`config.mk`:
```
export PLATFORM = sky130hd
export DESIGN_NAME = pcpi_dispatch
export DESIGN_NICKNAME = d
export VERILOG_FILES = /design/src/rtl/pcpi_dispatch.sv
export SDC_FILE = /design/constraint.sdc
export NUM_CORES = 1
export LEC_CHECK = 0
export ABC_AREA = 0
export BUFFER_PORTS_ARGS = -buffer_cell sky130_fd_sc_hd__buf_2
export CAP_MARGIN = 20
export CELL_PAD_IN_SITES_DETAIL_PLACEMENT = 2
export CELL_PAD_IN_SITES_GLOBAL_PLACEMENT = 2
export CORE_AREA = 2 2 121 182
export CTS_BUF_LIST = sky130_fd_sc_hd__clkbuf_8
export DETAILED_ROUTE_END_ITERATION = 7
export DIE_AREA = 0 0 123 184
export GPL_ROUTABILITY_DRIVEN = 0
export PLACE_DENSITY_LB_ADDON = 0.1
export SYNTH_ARGS = -nofsm -noshare
export SYNTH_HDL_FRONTEND = slang
export SYNTH_SLANG_ARGS = --single-unit
```
`constraint.sdc`:
```
create_clock -name clk -period 5.6 [get_ports clk]
set_input_delay 0.56 -clock clk [delete_from_list [all_inputs] [get_ports clk]]
set_output_delay 0.56 -clock clk [all_outputs]
set_load 0.05 [all_outputs]
```
`src/rtl/pcpi_dispatch.sv`:
```
// PCPI dispatcher: decodes MUL/DIV requests from the core, issues them to one of two
// coprocessor slots over a shared operand bus, mirrors the wait handshake, registers the
// result, and traps on undecoded instructions or a coprocessor that never answers.
module pcpi_dispatch #(
    parameter int unsigned TIMEOUT_CYCLES = 16
) (
    input  logic        clk,
    input  logic        resetn,
    input  logic        pcpi_valid,
    input  logic [31:0] pcpi_insn,
    input  logic [31:0] pcpi_rs1,
    input  logic [31:0] pcpi_rs2,
    output logic        pcpi_wr,
    output logic [31:0] pcpi_rd,
    output logic        pcpi_wait,
    output logic        pcpi_ready,
    output logic        pcpi_trap,
    output logic [31:0] co_insn,
    output logic [31:0] co_rs1,
    output logic [31:0] co_rs2,
    output logic        co0_valid,
    output logic        co1_valid,
    input  logic        co0_wr,
    input  logic [31:0] co0_rd,
    input  logic        co0_wait,
    input  logic        co0_ready,
    input  logic        co1_wr,
    input  logic [31:0] co1_rd,
    input  logic        co1_wait,
    input  logic        co1_ready
);

    typedef enum logic [1:0] {StIdle, StIssue, StDone} state_e;

    localparam logic [7:0] TcntLast = 8'(TIMEOUT_CYCLES - 1);

    state_e      state_q, state_d;
    logic [7:0]  tcnt_q, tcnt_d;
    logic        seen_wait_q, seen_wait_d;
    logic        sel_q, sel_d;
    logic [31:0] insn_q, insn_d;
    logic [31:0] rs1_q, rs1_d;
    logic [31:0] rs2_q, rs2_d;
    logic        valid0_q, valid0_d;
    logic        valid1_q, valid1_d;
    logic [31:0] rd_q, rd_d;
    logic        wr_q, wr_d;
    logic        wait_q, wait_d;
    logic        ready_q, ready_d;
    logic        trap_q, trap_d;

    logic        dec_hit;
    logic        sel_wait;
    logic        sel_ready;
    logic        sel_wr;
    logic [31:0] sel_rd;

    // Decode the incoming request and steer the selected slot's response.
    always_comb begin
        dec_hit   = (pcpi_insn[6:0] == 7'b0110011) && (pcpi_insn[31:25] == 7'b0000001);
        sel_wait  = sel_q ? co1_wait  : co0_wait;
        sel_ready = sel_q ? co1_ready : co0_ready;
        sel_wr    = sel_q ? co1_wr    : co0_wr;
        sel_rd    = sel_q ? co1_rd    : co0_rd;
    end

    // Next-state and registered-output logic; pulses default low every cycle.
    always_comb begin
        state_d     = state_q;
        tcnt_d      = tcnt_q;
        seen_wait_d = seen_wait_q;
        sel_d       = sel_q;
        insn_d      = insn_q;
        rs1_d       = rs1_q;
        rs2_d       = rs2_q;
        valid0_d    = valid0_q;
        valid1_d    = valid1_q;
        rd_d        = rd_q;
        wr_d        = 1'b0;
        wait_d      = 1'b0;
        ready_d     = 1'b0;
        trap_d      = 1'b0;

        case (state_q)
            StIdle: begin
                if (pcpi_valid) begin
                    insn_d      = pcpi_insn;
                    rs1_d       = pcpi_rs1;
                    rs2_d       = pcpi_rs2;
                    sel_d       = pcpi_insn[14];
                    tcnt_d      = 8'd0;
                    seen_wait_d = 1'b0;
                    if (dec_hit) begin
                        state_d  = StIssue;
                        valid0_d = ~pcpi_insn[14];
                        valid1_d = pcpi_insn[14];
                    end else begin
                        state_d = StDone;
                        trap_d  = 1'b1;
                    end
                end
            end
            StIssue: begin
                wait_d = sel_wait;
                if (sel_wait) begin
                    seen_wait_d = 1'b1;
                end
                // Ready beats both wait and the final timeout cycle.
                if (sel_ready) begin
                    rd_d     = sel_rd;
                    wr_d     = sel_wr;
                    ready_d  = 1'b1;
                    wait_d   = 1'b0;
                    valid0_d = 1'b0;
                    valid1_d = 1'b0;
                    state_d  = StDone;
                end else if (!seen_wait_q && !sel_wait && (tcnt_q == TcntLast)) begin
                    trap_d   = 1'b1;
                    wait_d   = 1'b0;
                    valid0_d = 1'b0;
                    valid1_d = 1'b0;
                    state_d  = StDone;
                end else if (!seen_wait_q) begin
                    tcnt_d = tcnt_q + 8'd1;
                end
            end
            StDone: begin
                valid0_d = 1'b0;
                valid1_d = 1'b0;
                // A held request is never reissued; wait for the core to drop it.
                if (!pcpi_valid) begin
                    state_d = StIdle;
                end
            end
            default: begin
                state_d  = StIdle;
                valid0_d = 1'b0;
                valid1_d = 1'b0;
            end
        endcase
    end

    // State register with synchronous active-low reset.
    always_ff @(posedge clk) begin
        if (!resetn) begin
            state_q     <= StIdle;
            tcnt_q      <= 8'd0;
            seen_wait_q <= 1'b0;
            sel_q       <= 1'b0;
            insn_q      <= 32'd0;
            rs1_q       <= 32'd0;
            rs2_q       <= 32'd0;
            valid0_q    <= 1'b0;
            valid1_q    <= 1'b0;
            rd_q        <= 32'd0;
            wr_q        <= 1'b0;
            wait_q      <= 1'b0;
            ready_q     <= 1'b0;
            trap_q      <= 1'b0;
        end else begin
            state_q     <= state_d;
            tcnt_q      <= tcnt_d;
            seen_wait_q <= seen_wait_d;
            sel_q       <= sel_d;
            insn_q      <= insn_d;
            rs1_q       <= rs1_d;
            rs2_q       <= rs2_d;
            valid0_q    <= valid0_d;
            valid1_q    <= valid1_d;
            rd_q        <= rd_d;
            wr_q        <= wr_d;
            wait_q      <= wait_d;
            ready_q     <= ready_d;
            trap_q      <= trap_d;
        end
    end

    assign pcpi_wr    = wr_q;
    assign pcpi_rd    = rd_q;
    assign pcpi_wait  = wait_q;
    assign pcpi_ready = ready_q;
    assign pcpi_trap  = trap_q;
    assign co_insn    = insn_q;
    assign co_rs1     = rs1_q;
    assign co_rs2     = rs2_q;
    assign co0_valid  = valid0_q;
    assign co1_valid  = valid1_q;

endmodule

```
==> out/results.txt <==
Maximum vdd drop -> 0.126 mV
Fmax -> 372 MHz
TritonCTS buffer count -> 17
Final hold violations -> 0
Data required time at the worst endpoint -> 5.94 ns
Post-detail-place hpwl -> 14.8 mm
Remaining design rule violation count -> 0
Finished layout cell area -> 0.00778 sq mm
Clk_lat worst skew -> 0.44 ns
Global-route wire length before repair -> 31.3 mm
Vias after detailed routing -> 5804
Type of element capturing the critical path -> flip-flop
Most frequent cells in the layout -> sky130_fd_sc_hd__buf_2, sky130_fd_sc_hd__nand2_1, sky130_fd_sc_hd__dfxtp_1
Antenna violations before repair -> 0
Port bufs -> 302
Peak fanout along the critical path -> 38
Slowest-stage cell, CP -> sky130_fd_sc_hd__or3_1
DR pass1 iterations -> 4
Slowest cell delay on critical path -> 0.61 ns
Setup bufs post-CTS -> 0
IO Count -> 303
Effective utilization at floorplan -> 0.268
Net total in the final layout -> 1110
Post-route clock period utilization -> 0.480
Clock tree buffer depth -> 2
Main area contributors after synthesis -> sky130_fd_sc_hd__dfxtp_1, sky130_fd_sc_hd__nand2_1, sky130_fd_sc_hd__a21oi_1
Initial detailed-routing violation count -> 148
Row count -> 65
Pins Over Slew Limit -> 0
Core region area -> 0.0210 sq mm
Routed length per placed instance -> 16.6 um
Full die area -> 0.0226 sq mm
Final setup vio count -> 0
Synthesis-to-finish area growth -> 38.4%
Series of cell instances along the critical path -> buf_4 > mux2i_4 > o221ai_1 > or3_1 > o41ai_2
Reg-to-reg startpoint -> co_insn[14]
Number of max-cap violations -> 0
Shortest clock period the worst path allows after layout -> 2.69 ns
Unrepaired setup endpoints after global routing -> false
Global Route Usage Sum -> 0.176
Max Clock Skew -> 0.00781 ns
CTS Hold Buffers Added -> 0
Post-synth EDFFs -> 0
Vert. Die Dim -> 184 um
# diodes -> 0
Number of flip-flops and latches in the synthesized netlist -> 145
Chip width -> 123 um
Placed instance area -> 0.00730 sq mm
Clock edge transition at the registers on the reported setup and hold paths -> 0.08 ns
Hold-critical path depth -> 3
Aggregate routed wire length -> 20.3 mm
Terminating pin of the worst hold path -> co_rs1[11]
Pwr per Cell Area -> 314 mW/mm^2
Worst relative slew slack -> 0.297
TritonCTS sink count -> 145
Worst hold path type -> input pin to flip-flop
Distinct cells, synth -> 48
Slew @ Worst Pin -> 1.06 ns
Maximum number of pins on one net before global-route repair -> 99
Run status -> complete, no violations
Number of H-tree branching levels -> 4
Share of synthesized flip-flops with an asynchronous set or reset -> 0
Number of cells traversed by the worst register-to-register path -> 5
Top_reg_cell synth -> sky130_fd_sc_hd__dfxtp_1
Critical path class -> flip-flop to flip-flop
Remaining antenna violation count after routing -> 0
Fraction of layout cells with a size suffix above 1 -> 0.367
Most common cell after layout, fill and taps aside -> sky130_fd_sc_hd__buf_2
Startpoint type of the worst setup path -> flip-flop
Vias in the first global route -> 6180
Destination of the worst register-to-register timing path -> tcnt_q[6]
Share of the yosys chip area belonging to registers -> 0.516
Setup slack of the most critical reg-to-reg path -> 2.91 ns
Synth warn -> 0
Synthesized instance count -> 666
Arr. time, crit path -> 3.03 ns
Cell accounting for the most synthesized area -> sky130_fd_sc_hd__dfxtp_1
CTS-repair resized insts -> 0
TritonCTS clock tree -> built
Master cell of the clock root buffer -> sky130_fd_sc_hd__clkbuf_8
Remaining global-route overflow -> 0
Mean cell area of the mapped netlist -> 8.44 sq um
Final TNS setup -> 0 ns
Hold Startpoint -> pcpi_rs1[11]
Leakage dissipation -> 3.50 nW
Post-Synthesis Net Count -> 836
Mean number of vias per cell -> 4.75
Share of the synthesized area in the top cell type -> 0.516
Synthesized area -> 0.00562 sq mm
-- per-layer routing --
| layer | wire length, um | global-route usage | vias to the layer above |
|---|---|---|---|
| li1 | - | - | 2814 |
| met1 | 7230 | 0.176 | 2777 |
| met5 | 0 | 0 | - |
| met3 | 1830 | 0.0651 | 20 |
| met4 | 304 | 0.0586 | 0 |
| met2 | 10900 | 0.330 | 193 |
-- registers in the layout (all words and copies together) (netlist names) --
name and cells:
pcpi_trap 1, pcpi_rd 32, co1_valid 1, co_insn 32
seen_wait_q 1, tcnt_q 8, co_rs1 32, pcpi_ready 1
state_q 2, pcpi_wait 1, pcpi_wr 1, co0_valid 1
co_rs2 32
-- worst max-delay path, delay by kind of cell, from the launching register on --
family	cells	cell delay, ns
DFF	1	0.32
and+or+nand+nor	1	0.61
AOI/OAI and AO/OA	2	0.74
muxes	1	0.42
buffers and inverters	1	0.50
-- worst max-delay path by stage --
stage | start | end | slack (ns) | cells past startpoint
final | co_insn[14] | tcnt_q[6] | 2.91 | 5
after detailed placement | co_insn[14] | tcnt_q[6] | 2.88 | 5
after CTS | co_insn[14] | tcnt_q[6] | 2.89 | 5
after global routing | co_insn[14] | tcnt_q[6] | 2.76 | 5
after global placement | co_insn[14] | tcnt_q[5] | 3.09 | 5
after floorplan | pcpi_valid | co_rs1[0] | 3.81 | 6
-- logic make-up after synthesis --
logic type / after synthesis / share of synthesized area
compound gates: 155 / 0.167
fa+ha+maj: 1 / 0.00222
buf+inv: 54 / 0.0392
flops: 145 / 0.516
mux: 36 / 0.0667
simple gates: 275 / 0.208
-- area by class of cell --
class                      count  area (sq um)
inverter                       2          10.0
multi-input combinational    467          2510
clock inverter                13           194
fill                        2491         13200
timing repair buffer         307          1570
clock buffer                  19           262
sequential                   145          2900
tap                          268           335
-- per-stage QoR --
step | cells | utilization | hold slack (ns) | power [mW] | setup slack, ns
after floorplan | 666 | - | 0.455 | 1.39 | 3.81
after detailed placement | 1188 | 0.348 | 0.449 | 1.53 | 2.88
after global placement | 1188 | 0.348 | 0.439 | 1.52 | 3.09
after CTS | 1220 | 0.370 | 0.311 | 2.49 | 2.89
after global routing | 1221 | 0.371 | 0.314 | 2.57 | 2.76
final | 1221 | 0.371 | 0.347 | 2.44 | 2.91
-- cell usage after synthesis (all sizes together), types with 2 or more instances --
cell type / instances
nand2: 197
dfxtp: 145
a21oi: 101
nor2: 40
clkbuf: 39
mux2i: 34
a211oi: 33
buf: 13
nand3: 6
or3: 5
nor2b: 4
o311ai: 4
nand4: 3
nor4: 3
o21ai: 3
o41ai: 3
a31oi: 2
and2: 2
and3: 2
and4: 2
mux2: 2
nand3b: 2
nor3: 2
nor4bb: 2
-- where the power goes --
group          leakage, nW  internal, mW  switching (mW)
Clock                0.237         0.548           0.394
Sequential            1.18          1.07          0.0209
Combinational         2.08         0.119           0.289
Total                 3.50          1.74           0.704
(Power assumes the default switching activity.)
